[src/rtl/car_motion_pkg.sv]
// car_motion_pkg: shared state type, widths and wheel decoding for the car motion controller.
package car_motion_pkg;
   typedef enum logic [1:0] {S_IDLE, S_SPEED, S_HEAD, S_DONE} state_t;
   localparam int HEADING_MOD = 360;
   localparam int PEDAL_W     = 3;
   localparam int WHEEL_W     = 4;
   localparam int SPEED_W     = 8;
   localparam int HEADING_W   = 9;
   localparam int SHARP_LEVEL = 7;
   // Code -8 has no positive twin, so it is folded onto -7 to keep steering symmetric
   function automatic logic signed [10:0] wheel_value(input logic [WHEEL_W-1:0] w);
      return (w == 4'b1000) ? -11'sd7 : 11'(signed'(w));
   endfunction
endpackage

[src/rtl/motion_tick_gen.sv]
// motion_tick_gen: free-running update tick counter with pause freeze and synchronous clear.
module motion_tick_gen #(
   parameter int TICK_CYCLES = 500000
) (
   input  logic i_clk,
   input  logic i_rst,
   input  logic i_clear,
   input  logic i_pause,
   output logic o_tick
);
   localparam int CW = $clog2(TICK_CYCLES);
   localparam logic [CW-1:0] LAST = CW'(TICK_CYCLES - 1);
   logic [CW-1:0] count;
   always_ff @(posedge i_clk or posedge i_rst)
      if (i_rst) count <= '0;
      else count <= i_clear ? '0 : i_pause ? count : (count == LAST) ? '0 : count + 1'b1;
   assign o_tick = (count == LAST) && !i_pause;
endmodule

[src/rtl/car_motion_ctrl.sv]
// car_motion_ctrl: integrates pedal and wheel levels into a saturating speed and a wrapping heading,
// one multi-cycle update per tick, announced by a one-cycle strobe.
module car_motion_ctrl
   import car_motion_pkg::*;
#(
   parameter int TICK_CYCLES = 500000,
   parameter int MAX_SPEED   = 200,
   parameter int ACC_GAIN    = 2,
   parameter int DRAG        = 1,
   parameter int TURN_CAP    = 80,
   parameter int TURN_DECEL  = 4
) (
   input  logic                 i_clk,
   input  logic                 i_rst,
   input  logic                 i_clear,
   input  logic                 i_pause,
   input  logic [PEDAL_W-1:0]   i_pedal_level,
   input  logic [WHEEL_W-1:0]   i_wheel_level,
   output logic [SPEED_W-1:0]   o_speed,
   output logic [HEADING_W-1:0] o_heading,
   output logic                 o_update,
   output logic                 o_busy
);
   localparam logic [9:0] MAX_S = 10'(MAX_SPEED);
   localparam logic [9:0] ACC_G = 10'(ACC_GAIN);
   localparam logic [9:0] DRAG_S = 10'(DRAG);
   localparam logic [9:0] CAP_S = 10'(TURN_CAP);
   localparam logic [9:0] DEC_S = 10'(TURN_DECEL);
   localparam logic signed [10:0] MOD = 11'(HEADING_MOD);
   localparam logic signed [10:0] SHARP = 11'(SHARP_LEVEL);
   state_t state, state_n;
   logic tick;
   logic [PEDAL_W-1:0] pedal, pedal_n;
   logic [WHEEL_W-1:0] wheel, wheel_n;
   logic [SPEED_W-1:0] speed_n;
   logic [HEADING_W-1:0] heading_n;
   logic signed [10:0] wv, h, h_wrap;
   logic [9:0] s10, acc, pedal_term, n;
   logic sharp;
   motion_tick_gen #(.TICK_CYCLES(TICK_CYCLES)) u_tick (
      .i_clk  (i_clk),
      .i_rst  (i_rst),
      .i_clear(i_clear),
      .i_pause(i_pause),
      .o_tick (tick)
   );
   assign wv = wheel_value(wheel);
   assign sharp = (wv == SHARP) || (wv == -SHARP);
   assign s10 = {2'b00, o_speed};
   assign acc = s10 + 10'(pedal) * ACC_G;
   assign pedal_term = (pedal != '0) ? ((acc > MAX_S) ? MAX_S : acc)
                                     : ((s10 >= DRAG_S) ? s10 - DRAG_S : 10'd0);
   // A sharp turn bleeds excess speed toward the cap instead of obeying the pedal
   assign n = !sharp ? pedal_term
            : (s10 > CAP_S) ? ((s10 >= CAP_S + DEC_S) ? s10 - DEC_S : CAP_S)
            : ((pedal_term > CAP_S) ? CAP_S : pedal_term);
   assign h = $signed({2'b00, o_heading}) + wv;
   assign h_wrap = (h < 0) ? h + MOD : (h >= MOD) ? h - MOD : h;
   always_comb begin
      state_n = state;
      pedal_n = pedal;
      wheel_n = wheel;
      speed_n = o_speed;
      heading_n = o_heading;
      if (i_clear) begin
         state_n = S_IDLE;
         speed_n = '0;
         heading_n = '0;
      end else begin
         case (state)
            S_IDLE: if (tick) begin
               state_n = S_SPEED;
               pedal_n = i_pedal_level;
               wheel_n = i_wheel_level;
            end
            S_SPEED: begin
               state_n = S_HEAD;
               speed_n = 8'(n);
            end
            S_HEAD: begin
               state_n = S_DONE;
               heading_n = (o_speed == '0) ? o_heading : 9'(h_wrap);
            end
            default: state_n = S_IDLE;
         endcase
      end
   end
   always_ff @(posedge i_clk or posedge i_rst)
      if (i_rst) begin
         state <= S_IDLE;
         pedal <= '0;
         wheel <= '0;
         o_speed <= '0;
         o_heading <= '0;
         o_update <= 1'b0;
         o_busy <= 1'b0;
      end else begin
         state <= state_n;
         pedal <= pedal_n;
         wheel <= wheel_n;
         o_speed <= speed_n;
         o_heading <= heading_n;
         o_update <= (state_n == S_DONE);
         o_busy <= (state_n != S_IDLE);
      end
endmodule

[config.mk]
export PLATFORM = sky130hd
export DESIGN_NAME = car_motion_ctrl
export DESIGN_NICKNAME = d
export VERILOG_FILES = /design/src/rtl/car_motion_pkg.sv /design/src/rtl/motion_tick_gen.sv /design/src/rtl/car_motion_ctrl.sv
export SDC_FILE = /design/constraint.sdc
export NUM_CORES = 1
export LEC_CHECK = 0
export CAP_MARGIN = 15
export CORE_MARGIN = 3
export CORE_UTILIZATION = 45
export DETAILED_ROUTE_END_ITERATION = 6
export GPL_TIMING_DRIVEN = 0
export PLACE_DENSITY = 0.73
export SLEW_MARGIN = 20
export SYNTH_ARGS = -nofsm -noshare
export SYNTH_HDL_FRONTEND = slang
export SYNTH_SLANG_ARGS = --single-unit
[constraint.sdc]
create_clock -name i_clk -period 10.3 [get_ports i_clk]
set_clock_uncertainty 0.15 [all_clocks]
set_input_delay 2.06 -clock i_clk [delete_from_list [all_inputs] [get_ports i_clk]]
set_output_delay 2.06 -clock i_clk [all_outputs]
set_load 0.1 [all_outputs]
==> results of run 1 <==
[final timing paths]
kind,from,endpoint,slack (ns),cells past startpoint
worst max-delay path,o_speed[2],o_speed[2],6.00,1
worst min-delay path,wheel[0],wheel[0],0.39,1
worst max register to register,wheel[3],o_heading[4],6.01,16
worst min register to register,wheel[0],wheel[0],0.39,1
max in group asynchronous,i_rst,wheel[3],7.55,3
min in group asynchronous,i_rst,u_tick.count[0],1.95,2
[Yosys cell counts (all sizes together), types with 5 or more instances]
library cell / count / area share [%]
clkbuf: 12 / 1.2
inv: 26 / 2.6
or3: 10 / 1.7
xor2: 11 / 2.6
mux2: 6 / 1.9
a211oi: 5 / 1.0
nand4: 6 / 1.0
o21ai: 29 / 4.0
nor4: 5 / 1.0
nor3: 17 / 2.5
nor2b: 8 / 1.3
or2: 5 / 0.83
nor2: 61 / 6.1
a21oi: 29 / 4.2
and2: 5 / 0.83
ha: 24 / 8.0
o21a: 5 / 1.0
xnor2: 14 / 3.5
nand3: 15 / 2.0
a31oi: 6 / 1.0
dfrtp: 47 / 31
nand2: 26 / 2.6
nor3b: 6 / 1.2
mux2i: 7 / 1.9
[power groups by stage]
stage,clock network [W],registers (W),logic [W]
detailed placement,0,0.000190,0.0000351
global placement,0,0.000190,0.0000336
global route,0.000129,0.000187,0.0000379
CTS,0.000122,0.000187,0.0000352
finish,0.000119,0.000187,0.0000349
floorplan,0,0.000195,0.0000181
[flip-flops by register name (all words and copies together) (netlist names)]
name	cells
u_tick.count	19
o_heading	9
o_busy	1
o_speed	8
pedal	3
o_update	1
state	2
wheel	4
[layout make-up]
cell class / count / area [um^2]
clock inverter: 2 / 16.3
inverter: 26 / 97.6
sequential: 47 / 1180
multi-input combinational: 361 / 2410
buffer: 16 / 76.3
clock buffer: 6 / 82.6
timing repair buffer: 30 / 310
tap: 102 / 128
fill: 742 / 3630
[routing by layer]
layer  vias up  global-route usage (%)  wire [um]
li1       1706                       -          -
met1      1658                    26.1       4180
met2       105                    30.0       4130
met3        14                    2.58        450
met4         0                    4.69        103
met5         -                       0          0
[cells by family (layout without fill, tap and decap cells)]
family / count (synthesis) / count (layout) / share of synthesized area (%)
AOI/OAI and AO/OA: 116 / 116 / 20.9
DFF: 47 / 47 / 31.3
and+or+nand+nor: 181 / 181 / 24.4
adders and majority gates: 26 / 26 / 9.04
buffers and inverters: 42 / 80 / 4.62
muxes: 13 / 13 / 3.76
xor gates and xnor gates: 25 / 25 / 6.02
[through the flow]
step	hold WS, ns	instance area [um^2]
after floorplan	0.345	3760
after global placement	0.363	4180
after detailed placement	0.372	4200
after CTS	0.394	4300
after global routing	0.411	4300
final	0.390	4300
==> out/qor.csv, run 1 <==
stage,metric,value,unit
cells_and_area,most-common-layout-cells,"61 x nor2_1, 47 x dfrtp_1, 29 x clkdlybuf4s50_1",
cells_and_area,syn_to_final_growth,14.3,%
floorplanning,start_util,47.5,%
yosys,synthArstFlopShare,100,%
yosys,synthFlopType,dfrtp_1,
worst_setup_path,cp-end-kind,output pin,
global_route,antenna_found_initial,0,
placement,preCtsSetupSlack,6.04,ns
worst_hold_path,hp-class,register to register,
detailed_routing,viasPerCell,5.90,
cts,clockBufferDepth,2,
worst_setup_path,crit_path_top_delay_cell,clkdlybuf4s50_1,
floorplanning,die_area,9500,um^2
sta,slew_headroom,35.1,%
run_status,outcome,"complete, no violations",
cells_and_area,fin_nets,524,
cts,cts_tree,built,
yosys,synth_seq_cells,47,
global_route,grt_pass1_wl,15.0,mm
cts,postCtsSetupBuffers,0,
worst_setup_path,critPathBufInv,1,
placement,place_congestion,0.902,
cts,root_buffer,clkbuf_8,
job,maxCapViolations,0,
sta,tightest_slew,0.970,ns
placement,placed_cells,582,
yosys,synth_area,3760,um^2
sta,slew_violations,0,
floorplanning,fp.dieH,97.5,um
pwr,pwr_density_cell,79.3,nW/um^2
sta,setup_ws,6.00,ns
cts,clk_pin_slew,0.09,ns
detailed_routing,drt_iter0_markers,191,
cells_and_area,final_util,54.2,%
pwr,total_power,0.000341,W
sta,post-route-min-period,4.30,ns
pwr,netSwitchingPower,0.0000881,W
yosys,synth_fp_nets,487,
pwr,clkPwrFrac,35.0,%
worst_setup_path,required,8.09,ns
pwr,p_int,0.000253,W
floorplanning,core,7930,um^2
floorplanning,die_w,97.5,um
worst_setup_path,cp.arrival,2.09,ns
cts,numCtsBuffers,5,
worst_setup_path,start_kind,register,
placement,io_buffer_count,29,
yosys,synth-warning-count,0,
worst_setup_path,crit_path_cell_trace,clkdlybuf4s50_1,
placement,place_hpwl,6.87,mm
detailed_routing,via_count,3483,
global_route,grt_overflow,0,
pwr,vdd_drop_max,0.0582,mV
sta,max_freq,232,MHz
cells_and_area,stdcell_count,590,
detailed_routing,drc,0,
cells_and_area,layout_commonest_cell,nor2_1,
detailed_routing,wl_per_cell,15.0,um
sta,rsz0062_at_grt,false,
cts,cts_resized,0,
yosys,ys_seq_area_share,31.3,%
worst_setup_path,critPathKind,register to output pin,
sta,hold_viol,0,
yosys,synth_cells,450,
global_route,grt_max_degree,26,
pwr,share_comb_of_total_power,10.3,%
global_route,grt_pass1_vias,3267,
cells_and_area,diodes,0,
sta,setup_tns,0,ns
detailed_routing,drt-total-wl,8.87,mm
worst_setup_path,crit_path_max_incr_delay,1.21,ns
detailed_routing,dr.pass1.iters,6,
yosys,syn_area_per_cell,8.36,um^2
cells_and_area,layout-drive-gt1-share,7.38,%
sta,period_share,41.8,%
global_route,gr-usage-all-layers,18.5,%
cts,cts-htree-levels,2,
pwr,seqPwrFrac,54.7,%
worst_setup_path,crit_fanout,10,
detailed_routing,antenna_left,0,
pwr,p_leak,1.73,nW
yosys,synth_edf_count,0,
cts,cts.sinks,47,
floorplanning,io_pins,30,
sta,setup_viol,0,
yosys,synthDistinctLibCells,71,
cts,cts_hold_buf,0,
worst_setup_path,crit_family,buffers and inverters,
floorplanning,num_rows,32,
pwr,swShare,25.8,%
cts,clock_latency,0.30,ns
(Power assumes the default switching activity.)
==> inputs of run 2 (changes only) <==
Clock period 10.3 ns to 4.1 ns, I/O delays scaled along.
==> run 2 against run 1 <==
Sequential power increased to 2.5 times the previous value. Critical endpoint is now o_heading[8]. Total power rose to 2.5 times the previous value. Largest cell class unchanged. Non-clock buffer count grew 1. Final area rose by 0.99%. Worst hold slack worse by 0.0052 ns. Cell count rose by 0.17%.
==> out/qor.csv, run 2 (synthesis results as in run 1) <==
stage,metric,value,unit,change
run_status,outcome,"complete, no violations",,
detailed_routing,wl_per_cell,15.0,um,about the same
floorplanning,die_w,97.5,um,unchanged
sta,setup_viol,0,,unchanged
detailed_routing,top_layer,met4,,
cells_and_area,regMostFlops,u_tick.count,,
cts,cts_tree,built,,
placement,io_buffer_count,29,,unchanged
cells_and_area,syn_to_final_growth,15.4,%,
floorplanning,io_pins,30,,unchanged
placement,place_congestion,0.902,,unchanged
detailed_routing,antenna_left,0,,unchanged
sta,slew_headroom,35.1,%,about the same
sta,post-route-min-period,3.80,ns,
global_route,antenna_found_initial,0,,unchanged
global_route,grt_max_degree,26,,unchanged
cells_and_area,final_util,54.8,%,+0.54 points
detailed_routing,drt_iter0_markers,163,,-15%
worst_setup_path,cp-end-kind,register,,
floorplanning,die_area,9500,um^2,unchanged
worst_setup_path,critPathKind,register to register,,
pwr,p_leak,1.73,nW,+0.23%
detailed_routing,viasPerCell,5.86,,-0.66%
worst_setup_path,crit_path_max_incr_delay,0.47,ns,-0.74 ns
sta,max_freq,263,MHz,
detailed_routing,via_count,3466,,-0.49%
pwr,clkPwrFrac,35.0,%,about the same
detailed_routing,dr.pass1.iters,5,,-1
worst_setup_path,crit_path_cell_trace,nor3b_2 -> or2_2 -> ha_1 -> inv_1 -> fa_1 -> nand2b_1 -> a21o_1 -> a211oi_1 -> o21ai_1 -> and2b_1 -> o311ai_0 -> o211ai_1 -> xnor2_1 -> a211oi_1,,
worst_setup_path,required,4.16,ns,-3.93 ns
cells_and_area,diodes,0,,unchanged
global_route,gr-usage-all-layers,18.5,%,about the same
cells_and_area,fin_nets,525,,+0.19%
worst_setup_path,start_kind,register,,
floorplanning,num_rows,32,,unchanged
cells_and_area,fillerInstances,737,,-0.67%
floorplanning,fp.dieH,97.5,um,unchanged
global_route,grt_pass1_vias,3265,,-0.061%
worst_setup_path,cp.arrival,3.86,ns,+1.77 ns
detailed_routing,met1_length,4.18,mm,about the same
sta,tightest_slew,0.970,ns,+0.00000268 ns
sta,period_share,92.7,%,
job,maxCapViolations,0,,unchanged
pwr,swShare,25.9,%,+0.033 points
floorplanning,start_util,47.5,%,unchanged
floorplanning,core,7930,um^2,unchanged
cells_and_area,most-common-layout-cells,"61 x nor2_1, 46 x dfrtp_1, 29 x clkdlybuf4s50_1",,
cts,clock_latency,0.30,ns,about the same
pwr,share_comb_of_total_power,10.2,%,about the same
sta,slew_violations,0,,unchanged
cts,clk_pin_slew,0.09,ns,about the same
pwr,seqPwrFrac,54.7,%,about the same
pwr,vdd_drop_max,0.148,mV,+150%
cts,numCtsBuffers,5,,unchanged
placement,place_hpwl,6.87,mm,unchanged
global_route,grt_overflow,0,,unchanged
pwr,netSwitchingPower,0.000222,W,+150%
sta,hold_viol,0,,unchanged
detailed_routing,wl_met2,4.13,mm,unchanged
pwr,pwr_density_cell,197,nW/um^2,+150%
worst_setup_path,crit_fanout,9,,-1
pwr,total_power,0.000857,W,+150%
worst_setup_path,crit_path_top_delay_cell,a211oi_1,,
pwr,p_int,0.000635,W,+150%
worst_setup_path,critPathBufInv,1,,unchanged
detailed_routing,drt-total-wl,8.89,mm,+0.19%
cells_and_area,layout-drive-gt1-share,8.59,%,+1.2 points
cts,root_buffer,clkbuf_8,,
worst_setup_path,crit_path_frequent_cell,a211oi_1,,
detailed_routing,drc,0,,unchanged
sta,timing.hold.ws,0.385,ns,-0.00519 ns
cells_and_area,layout_commonest_cell,nor2_1,,
worst_setup_path,crit_family,compound AO/OA/AOI/OAI gates,,
cts,cts.sinks,47,,unchanged
cts,cts-htree-levels,2,,unchanged
cells_and_area,reg_top3,"u_tick.count x19, o_heading x9, o_speed x8",,
sta,rsz0062_at_grt,false,,
global_route,grt_pass1_wl,15.0,mm,about the same
cells_and_area,largest_reg_flops,19,,unchanged
cts,clockBufferDepth,2,,unchanged
detailed_routing,route.met3.wl,463,um,+2.9%
worst_hold_path,hp-class,register to register,,
-- run 2: cell type report --
cell class                      instances  area (um^2)  area share [%]
Tap cell                              102          128            2.94
Buffer                                 16         76.3            1.76
Clock inverter                          2         16.3           0.375
Timing Repair Buffer                   31          318            7.32
Clock buffer                            6         82.6            1.90
Sequential cell                        47         1180            27.1
Multi-Input combinational cell        361         2450            56.4
Inverter                               26         97.6            2.25
-- run 2: worst reg2reg max path, delay by kind of cell, from the launching register on --
family	cells	cell delay, ns
AND/OR/NAND/NOR	4	0.86
buffers and inverters	1	0.06
XOR/XNOR	1	0.16
flip-flops	1	0.46
adder cells (fa/ha/maj)	2	0.57
AO/OA/AOI/OAI	6	1.47
-- run 2: power by group through the flow --
stage | registers [W] | clock network, W | logic (W)
global placement | 0.000478 | 0 | 0.0000844
CTS | 0.000469 | 0.000306 | 0.0000883
detailed placement | 0.000478 | 0 | 0.0000882
finish | 0.000469 | 0.000300 | 0.0000877
floorplan | 0.000489 | 0 | 0.0000456
global route | 0.000470 | 0.000323 | 0.0000951
-- run 2: routing by layer --
layer | up-vias | global-route usage [%]
met3 | 14 | 2.58
li1 | 1711 | -
met1 | 1646 | 26.1
met5 | - | 0
met4 | 0 | 4.69
met2 | 95 | 30.0
-- run 2: timing repair --
action	CTS	global route
resized for setup	2	4
setup endpoints to repair	5	6
hold buffers	0	0
setup buffers	0	1
pin swaps	0	1
-- run 2: final timing paths --
check,end,cells past startpoint,slack [ns],start
max,o_heading[8],14,0.30,wheel[3]
min,wheel[0],1,0.38,wheel[0]
max reg2reg,o_heading[8],14,0.30,wheel[3]
min reg2reg,wheel[0],1,0.38,wheel[0]
max in group asynchronous,wheel[3],3,2.58,i_rst
min in group asynchronous,u_tick.count[0],2,0.71,i_rst
-- run 2: stage by stage --
stage / instance area (um^2) / TNS (ns) / cells / setup WS, ns
global route: 4340 / 0 / 591 / 0.0100
finish: 4340 / 0 / 591 / 0.298
detailed placement: 4200 / -0.464 / 582 / -0.157
CTS: 4310 / 0 / 590 / 0.0156
floorplan: 3760 / 0 / 450 / 0.252
global placement: 4180 / -0.00364 / 581 / -0.00364
